`src/rtl/proc_pkg.sv`:
```
// Shared processor definitions: opcodes, the fetch NOP and the
// {pc, ir} bundle handed from the fetch queue to ID.
package proc_pkg;

    localparam int unsigned XLEN_DEFAULT = 32;

    // add $0,$0,$0
    localparam logic [31:0] NOP_INSN = 32'h0000_0020;

    localparam logic [5:0] OP_ADD  = 6'h00;
    localparam logic [5:0] OP_ADDI = 6'h08;
    localparam logic [5:0] OP_LW   = 6'h23;
    localparam logic [5:0] OP_SW   = 6'h2b;
    localparam logic [5:0] OP_BEQ  = 6'h04;
    localparam logic [5:0] OP_BNE  = 6'h05;
    localparam logic [5:0] OP_HALT = 6'h3f;

    typedef struct packed {
        logic [XLEN_DEFAULT-1:0] pc;
        logic [XLEN_DEFAULT-1:0] ir;
    } fetch_entry_t;

endpackage

```
`src/rtl/ifetch_imem.sv`:
```
// Synchronous read-only memory, 2**AW words of DW bits, registered dout.
// Ports: clk, en (read enable), addr (word address), dout (read data).
// This build carries the identity image (word k holds k) in place of
// the program.txt image; dout holds its value while en is low.
module ifetch_imem #(
    parameter int unsigned AW = 11,
    parameter int unsigned DW = 32
) (
    input  logic          clk,
    input  logic          en,
    input  logic [AW-1:0] addr,
    output logic [DW-1:0] dout
);

    function automatic logic [DW-1:0] image(input logic [AW-1:0] a);
        return DW'(a);
    endfunction

    always_ff @(posedge clk) begin
        if (en) begin
            dout <= image(addr);
        end
    end

endmodule

```
`src/rtl/ifetch_queue.sv`:
```
// Fetch unit: PC generator, 1-cycle ROM and a prefetch queue of {pc, ir}
// feeding ID over valid/ready.
// Ports: w_clk, w_rst_n (async, active low), w_halt, w_redirect,
// w_redirect_pc, w_ready in; r_valid, r_ir, r_pc, r_pc4, r_count out.
// The queue entries use proc_pkg::fetch_entry_t, so XLEN must equal
// the package width.
module ifetch_queue
    import proc_pkg::*;
#(
    parameter int unsigned     XLEN       = XLEN_DEFAULT,
    parameter int unsigned     IMEM_AW    = 11,
    parameter int unsigned     FIFO_DEPTH = 4,
    parameter logic [XLEN-1:0] RESET_PC   = '0,
    parameter logic [XLEN-1:0] NOP_WORD   = NOP_INSN,
    localparam int unsigned    CW         = $clog2(FIFO_DEPTH) + 1
) (
    input  logic            w_clk,
    input  logic            w_rst_n,
    input  logic            w_halt,
    input  logic            w_redirect,
    input  logic [XLEN-1:0] w_redirect_pc,
    input  logic            w_ready,
    output logic            r_valid,
    output logic [XLEN-1:0] r_ir,
    output logic [XLEN-1:0] r_pc,
    output logic [XLEN-1:0] r_pc4,
    output logic [CW-1:0]   r_count
);

    localparam int unsigned PW = $clog2(FIFO_DEPTH);

    logic [XLEN-1:0] pc_q;
    logic [XLEN-1:0] pc_if_q;
    logic [XLEN-1:0] last_pc_q;
    logic            inflight_q;
    logic            kill_q;
    logic [PW-1:0]   head_q;
    logic [PW-1:0]   tail_q;
    logic [CW-1:0]   count_q;

    fetch_entry_t    mem_q [FIFO_DEPTH];
    fetch_entry_t    head_e;

    logic [XLEN-1:0] rom_dout;
    logic [XLEN-1:0] target;
    logic [CW:0]     credits;
    logic            valid;
    logic            issue;
    logic            push;
    logic            pop;
    logic [1:0]      unused_pc_lsb;

    assign target        = {w_redirect_pc[XLEN-1:2], 2'b00};
    assign unused_pc_lsb = w_redirect_pc[1:0];

    // The in-flight read holds a slot, so a response always fits.
    assign credits = {1'b0, count_q} + {{CW{1'b0}}, inflight_q};
    assign valid   = (count_q != '0);
    assign issue   = !w_halt && !w_redirect
                  && (credits < (CW+1)'(FIFO_DEPTH));

    // A response is dropped if its read was killed or a redirect
    // lands in the arrival cycle.
    assign push = inflight_q && !kill_q && !w_redirect;

    // A pop in a redirect cycle is discarded by ID and ignored here.
    assign pop = valid && w_ready && !w_redirect;

    ifetch_imem #(
        .AW (IMEM_AW),
        .DW (XLEN)
    ) u_imem (
        .clk  (w_clk),
        .en   (issue),
        .addr (pc_q[IMEM_AW+1:2]),
        .dout (rom_dout)
    );

    always_ff @(posedge w_clk or negedge w_rst_n) begin
        if (!w_rst_n) begin
            pc_q       <= RESET_PC;
            pc_if_q    <= '0;
            last_pc_q  <= '0;
            inflight_q <= 1'b0;
            kill_q     <= 1'b0;
            head_q     <= '0;
            tail_q     <= '0;
            count_q    <= '0;
        end else begin
            inflight_q <= issue;
            kill_q     <= w_redirect;
            if (valid) begin
                last_pc_q <= head_e.pc;
            end
            if (issue) begin
                pc_if_q <= pc_q;
                pc_q    <= pc_q + XLEN'(4);
            end
            if (w_redirect) begin
                pc_q    <= target;
                head_q  <= '0;
                tail_q  <= '0;
                count_q <= '0;
            end else begin
                if (push) begin
                    tail_q <= tail_q + PW'(1);
                end
                if (pop) begin
                    head_q <= head_q + PW'(1);
                end
                count_q <= count_q + CW'(push) - CW'(pop);
            end
        end
    end

    always_ff @(posedge w_clk) begin
        if (push) begin
            mem_q[tail_q] <= '{pc: pc_if_q, ir: rom_dout};
        end
    end

    assign head_e  = mem_q[head_q];
    assign r_valid = valid;
    assign r_ir    = valid ? head_e.ir : NOP_WORD;
    assign r_pc    = valid ? head_e.pc : last_pc_q;
    assign r_pc4   = r_pc + XLEN'(4);
    assign r_count = count_q;

    a_no_overflow : assert property (
        @(posedge w_clk) disable iff (!w_rst_n)
        !(push && !pop && (count_q == CW'(FIFO_DEPTH))));

    a_no_underflow : assert property (
        @(posedge w_clk) disable iff (!w_rst_n)
        !(w_ready && r_valid && (count_q == '0)));

    a_count_range : assert property (
        @(posedge w_clk) disable iff (!w_rst_n)
        count_q <= CW'(FIFO_DEPTH));

endmodule

```
`config.mk`:
```
export PLATFORM = sky130hd
export DESIGN_NAME = ifetch_queue
export DESIGN_NICKNAME = d
export VERILOG_FILES = /design/src/rtl/proc_pkg.sv /design/src/rtl/ifetch_imem.sv /design/src/rtl/ifetch_queue.sv
export SDC_FILE = /design/constraint.sdc
export NUM_CORES = 1
export LEC_CHECK = 0
export ABC_CLOCK_PERIOD_IN_PS = 4600
export CORE_ASPECT_RATIO = 1.1
export CORE_MARGIN = 8
export CORE_UTILIZATION = 35
export CTS_BUF_LIST = sky130_fd_sc_hd__clkbuf_8
export DETAILED_ROUTE_END_ITERATION = 10
export RECOVER_POWER = 50
export SYNTH_ARGS = -nofsm -noshare
export SYNTH_HDL_FRONTEND = slang
export SYNTH_SLANG_ARGS = --single-unit
```
`constraint.sdc`:
```
create_clock -name w_clk -period 4.6 [get_ports w_clk]
set_clock_uncertainty 0.05 [all_clocks]
set_input_delay 0.69 -clock w_clk [delete_from_list [all_inputs] [get_ports w_clk]]
set_output_delay 0.69 -clock w_clk [all_outputs]
set_load 0.02 [all_outputs]
```
Word level (Yosys, flattened, before mapping)
Memories as Yosys holds them, arrays and structs flattened.
Cells that the tools add are included.

storage, ports and cells
  memories = 1
  bits in latches = 0
  bits of input ports = 37
  memory bits (read-only) = 0
  word-level logic and storage cells = 42
  bits in registers = 116
  memory bits (writable) = 172
  output and inout port bits = 100

cells by class
  bitwise logic cells = 0
  $add $sub $neg = 7
  reduce and logical (&&, ||, !) cells = 13
  $lt $le $gt $ge = 1
  div/mod/pow operators = 0
  multipliers = 0
  shift operators = 0
  eq/ne operators = 0
  mux-type cells = 11

memories
  name   depth  width  rd ports  clocked after Yosys merged registers in  write ports  RTL line            text
  mem_q  4      43     1         0                                        1            ifetch_queue.sv:41  fetch_entry_t mem_q [FIFO_DEPTH];

operators with widths
  kind                   count
  $mux 32                4
  $add 32x3->32 const B  2
  $mux 2                 4
  $logic_and 1x1->1      6
  $reduce_bool 2->1      3
  $add 2x1->2 const B    2
  $add 3x1->4            1
  $lt 4x3->1 const B     1
  $add 3x1->3            1
  $logic_not 1->1        3
  $mux 3                 1
  $reduce_bool 3->1      1
  $sub 3x1->3            1
  $mux 1                 2

Logic depth before layout (Yosys ltp)
  word-level depth = 6
  mapped depth = 15
  gate-level depth less buffers = 12

By module
A second synthesis with hierarchy kept.

unflattened totals
  cells, all modules = 940
  area, all modules = 15084.5 µm²

by module, submodules not included
  module        cells an instance  sequential area each (µm²)  times used  area each (µm²)
  ifetch_queue  907                9974.6                      1           14592.7
  ifetch_imem   33                 330.3                       1           491.7

Worst setup path after synthesis
No wires, ideal clock.

  kind = register to output
  start point = reg count_q[1], in the netlist r_count[1]
  end point = out r_pc4[28]
  setup slack = 0.117 ns
  path buffers = 4
  arrival time = 3.743 ns
  stages on the path, launching flop included = 15
  data required time = 3.860 ns
  cell sequence = dfrtp_1 > nor3_2 > buf_4 > buf_2 > buf_2 > clkbuf_1 > a21oi_1 > inv_1 > ha_1 > o31a_1 > nand4_1 > a22o_1 > nand3b_1 > nand4b_1 > xnor2_1

on the way
  word-level cells in the longest chain between the ends = 3

ends and longest elaborated chain
  element                   RTL line             text
  start: declaration        ifetch_queue.sv:39   logic [CW-1:0] count_q;
  start signal: assignment  ifetch_queue.sv:111  count_q <= count_q + CW'(push) - CW'(pop);
  $reduce_bool 3->1         ifetch_queue.sv:58   assign valid = (count_q != '0);
  $mux 32                   ifetch_queue.sv:125  assign r_pc = valid ? head_e.pc : last_pc_q;
  net r_pc[2]               ifetch_queue.sv:25   output logic [XLEN-1:0] r_pc,
  $add 32x3->32             ifetch_queue.sv:126  assign r_pc4 = r_pc + XLEN'(4);
  end: declaration          ifetch_queue.sv:26   output logic [XLEN-1:0] r_pc4,

The timed path passes the listed nets, and every way through them passes these cells.

Final worst setup path
  start point = reg head_q[0]
  end point = out r_pc4[10]

on the way
  word-level cells in the longest chain between the ends = 3

ends and longest elaborated chain
  element                   RTL line             text
  start: declaration        ifetch_queue.sv:37   logic [PW-1:0] head_q;
  start signal: assignment  ifetch_queue.sv:109  head_q <= head_q + PW'(1);
  $mem_v2 4x43              n/a
  $mux 32                   ifetch_queue.sv:125
  $add 32x3->32             ifetch_queue.sv:126

No other way between the ends.

==> out/results.txt <==
The run finished, with violations left. The checks that failed: capacitance limit, slew limit. The worst hold path begins at u_imem.dout[2]. The die covers 40210 sq um. The global placer's final weighted congestion is 0.7930, and the buffer and inverter count on the worst path is 2.

Entering global routing, the biggest net connects 79 pins. The peak supply drop is 319.1 uV, and the count of pins over their slew limit is 158. The commonest cells after synthesis are edfxtp_1, nand2_1, dfrtp_1. The tools report the initial antenna violation count as 0. The synthesized design devotes to its leading area cell type 44.11% of total area. The cell with the largest stage delay on the worst path is clkdlybuf4s50_1. The number of fill cells in the layout came out at 3123. The kind of start point of the critical path is a flip-flop.

After synthesis the cells add up to 11910 sq um. The number of global-route vias before repair is 7153. After routing, the total negative slack on setup checks comes to 0 ps. The final layout contains routed wiring with a total length of 26970 um.

The count of cells in the finished layout, fillers not included, comes to 1432. For the number of antenna diodes, the log shows 0. The worst setup slack after layout was 186.3 ps.

The global router's overall resource usage came out at 13.27%. The cell chosen for the clock root was clkbuf_8. The normalized max-slew margin was -37.95%; the post-synthesis sequential area ratio was 65.32%.

The wire length of the first global-routing pass came out at 41560 um. The number of synthesized flops with an enable pin is 175. For this run, the leading register cell type out of synthesis is edfxtp_1.

In this design, the stage delay of the slowest critical-path cell is 660 ps. Maximum fanout encountered on the critical timing path: 4. Once detail routing completed, the nets flagged for antenna violations numbered 0. For the required time of the critical path, the log shows 3860 ps. The kind of cell with the highest combined delay along the critical path is buffers and inverters.

Setup repair after global routing left no endpoint under its margin. The worst path in the final design needs a cycle of 4414 ps, including I/O delays and setup. Number of different library cells in the post-synthesis netlist: 55. The tools report the leakage power figure as 5.375 nW. The worst register-to-register path begins at inflight_q. The async set or reset register ratio after synthesis was 36.59%; the clock sink total was 276. TritonCTS built the clock tree.

Input and output buffers added on the ports amount to 113. Counting the buffers created by CTS gives 46. The max capacitance violation total was 3. The number of cells on the worst reg-to-reg path is 4. For this design the ratio of total power to cell area is 621.8 nW/um^2. The critical path in this run is classified as flip-flop to output port. The worst hold path terminates at mem_q[0][2]. For the number of standard-cell rows in the floorplan, the log shows 71. The clock reaches the later pin of the worst-skew pair after 560 ps.

After detailed placement, the design holds a cell count of 1346. Number of synthesized register bits: 276. The run gives 0 as the final count of hold timing violations. The worst hold path passes through 0 cells. Hold repair after CTS inserted 0 buffers. Summed over all layers, the global routing overflow is 0. After detailed routing, the average wire length per cell comes to 18.83 um. The run gives 0 as the final setup violation count. The biggest area consumer among synthesized cells is edfxtp_1. In the post-synthesis netlist, the biggest area contributors are edfxtp_1, dfrtp_1, mux4_2, nand2_1, mux2_2. The iteration count of the initial detailed-routing pass was 5; the total cell area at the placement stage was 13430 sq um. The slack of the worst reg-to-reg path came out at 1310 ps. The worst hold path belongs to the class flip-flop to flip-flop. The run gives 137 as the number of top-level pins. Prior to clock tree synthesis, the placed netlist has a worst setup slack of 380.1 ps.

After detailed routing, the number of vias per cell comes to 4.832. The worst register-to-register path ends at mem_q[0][13]. The achievable frequency was 226.6 MHz; the deepest clock path buffer count was 3. For this configuration, the core starts out at a cell density of 35.20%.

The slew at the pin with the worst max-slew slack came out at 2069 ps. The H-tree was split into 2 levels. The synthesized area per cell works out to 14.71 sq um. Total number of vias: 6920.

The overall die width was 191.9 um; the number of DRC markers after the initial detailed-route iteration was 466. Of the available clock period, the critical path in the final layout requires 95.95%. The core region is 33850 sq um.

The critical path goes through mux4_2, and2_0, a21oi_1, inv_1, ha_1, o31a_1, nand4_1, nand2_2, a22oi_1, clkdlybuf4s50_1. After technology mapping, the gate count stands at 810. The final layout contains 1004 nets. Kind of end point of the critical path: an output port.

Data arrives at the worst endpoint at 3670 ps. From synthesis to final layout, the design area changed by 20.06%. Yosys printed 0 warnings. edfxtp_1 is the most common cell in the netlist. Of the cells placed in the final design, the portion with a size suffix greater than 1 is 15.69%.

The finished cells cover 14300 sq um. The clock slew at the register clock pins of the worst setup and hold paths is 60 ps, and the chip height is 209.5 um. Half-perimeter wire length after detailed placement: 18470 um. After detailed routing, the number of remaining DRC violations is 0.
worst register-to-register path: cells and delay by family (launching register included):
kind / cells / cell delay (ps)
and+or+nand+nor: 3 / 1990
buffers and inverters: 1 / 540
DFF: 1 / 360
logic make-up after synthesis:
kind of cell               share of synthesized area, %
DFF                                               65.32
buffers and inverters                             3.991
xor gates and xnor gates                          4.337
muxes                                             11.69
adders and majority gates                         1.113
AOI/OAI and AO/OA                                 2.804
other                                           0.03148
and+or+nand+nor                                   10.71
power breakdown:
group	leakage, nW	switching (mW)	internal (mW)	total (mW)
clock network	0.526	0.946	1.06	2.01
logic	2.02	2.01	1.50	3.51
registers	2.83	0.300	3.08	3.37
sequential cells by signal, summed over array words and instances, names as in the netlist:
name / cells
head_q: 2
mem_q: 164
last_pc_q: 32
inflight_q: 1
pc_if_q: 30
tail_q: 2
pc_q: 30
r_count: 3
kill_q: 1
u_imem.dout: 11
cell type report:
type / instances / area [sq um] / share of cell area, %
Timing Repair Buffer: 135 / 1277 / 8.931
Sequential cell: 276 / 7784 / 54.42
Clock inverter: 35 / 180.2 / 1.260
Multi-Input combinational cell: 479 / 3755 / 26.25
Inverter: 19 / 71.32 / 0.4986
Tap cell: 438 / 548.0 / 3.831
Clock buffer: 50 / 688.2 / 4.811
stage by stage:
stage | power [mW] | utilization [%] | hold slack (ps)
3_5_place_dp | 7.021 | 39.69 | 440.3
4_1_cts | 9.027 | 42.27 | 278.6
2_1_floorplan | 5.416 | - | 344.4
3_3_place_gp | 6.999 | 39.69 | 429.5
6_report | 8.894 | 42.26 | 448.9
5_1_grt | 9.386 | 42.26 | 457.9
per-layer routing:
| metal | up-vias | wire length [um] | GRT usage (%) |
|---|---|---|---|
| met3 | 42 | 1633 | 2.855 |
| met5 | - | 0 | 0 |
| met4 | 0 | 591 | 4.329 |
| li1 | 3255 | - | - |
| met1 | 3411 | 12490 | 18.27 |
| met2 | 212 | 12250 | 20.58 |
worst max path at each step:
stage               startpoint   endpoint  slack, ps  cells after the start
finish               head_q[0]  r_pc4[10]        190                     10
global route         head_q[1]  r_pc4[29]        0.3                      9
CTS                  head_q[0]  r_pc4[28]         20                     12
detailed placement   head_q[0]  r_pc4[28]        380                     12
global placement     head_q[0]  r_pc4[28]        460                     12
floorplan           r_count[1]  r_pc4[28]        120                     14
cell usage in the layout, fill, tap and decap left out, types with 8 or more instances in the layout:
master	n
nor3_1	10
xnor2_1	33
xor2_1	26
edfxtp_1	175
inv_1	41
and3_1	8
buf_4	17
nor2_1	20
mux4_1	11
mux2_2	30
clkbuf_8	50
clkdlybuf4s50_1	101
mux2i_1	9
mux4_2	30
o21ai_0	30
dfrtp_1	100
nand4_1	21
conb_1	21
and2_1	14
nand3_1	32
nand2_1	118
ha_1	9
timing repair:
action	4_1_cts	5_1_grt
pin swaps	1	0
resized for setup	9	7
endpoints found under the hold margin	0	0
setup endpoints to repair	9	6
buffers inserted	1	0
Power figures use the tool's default switching activity.
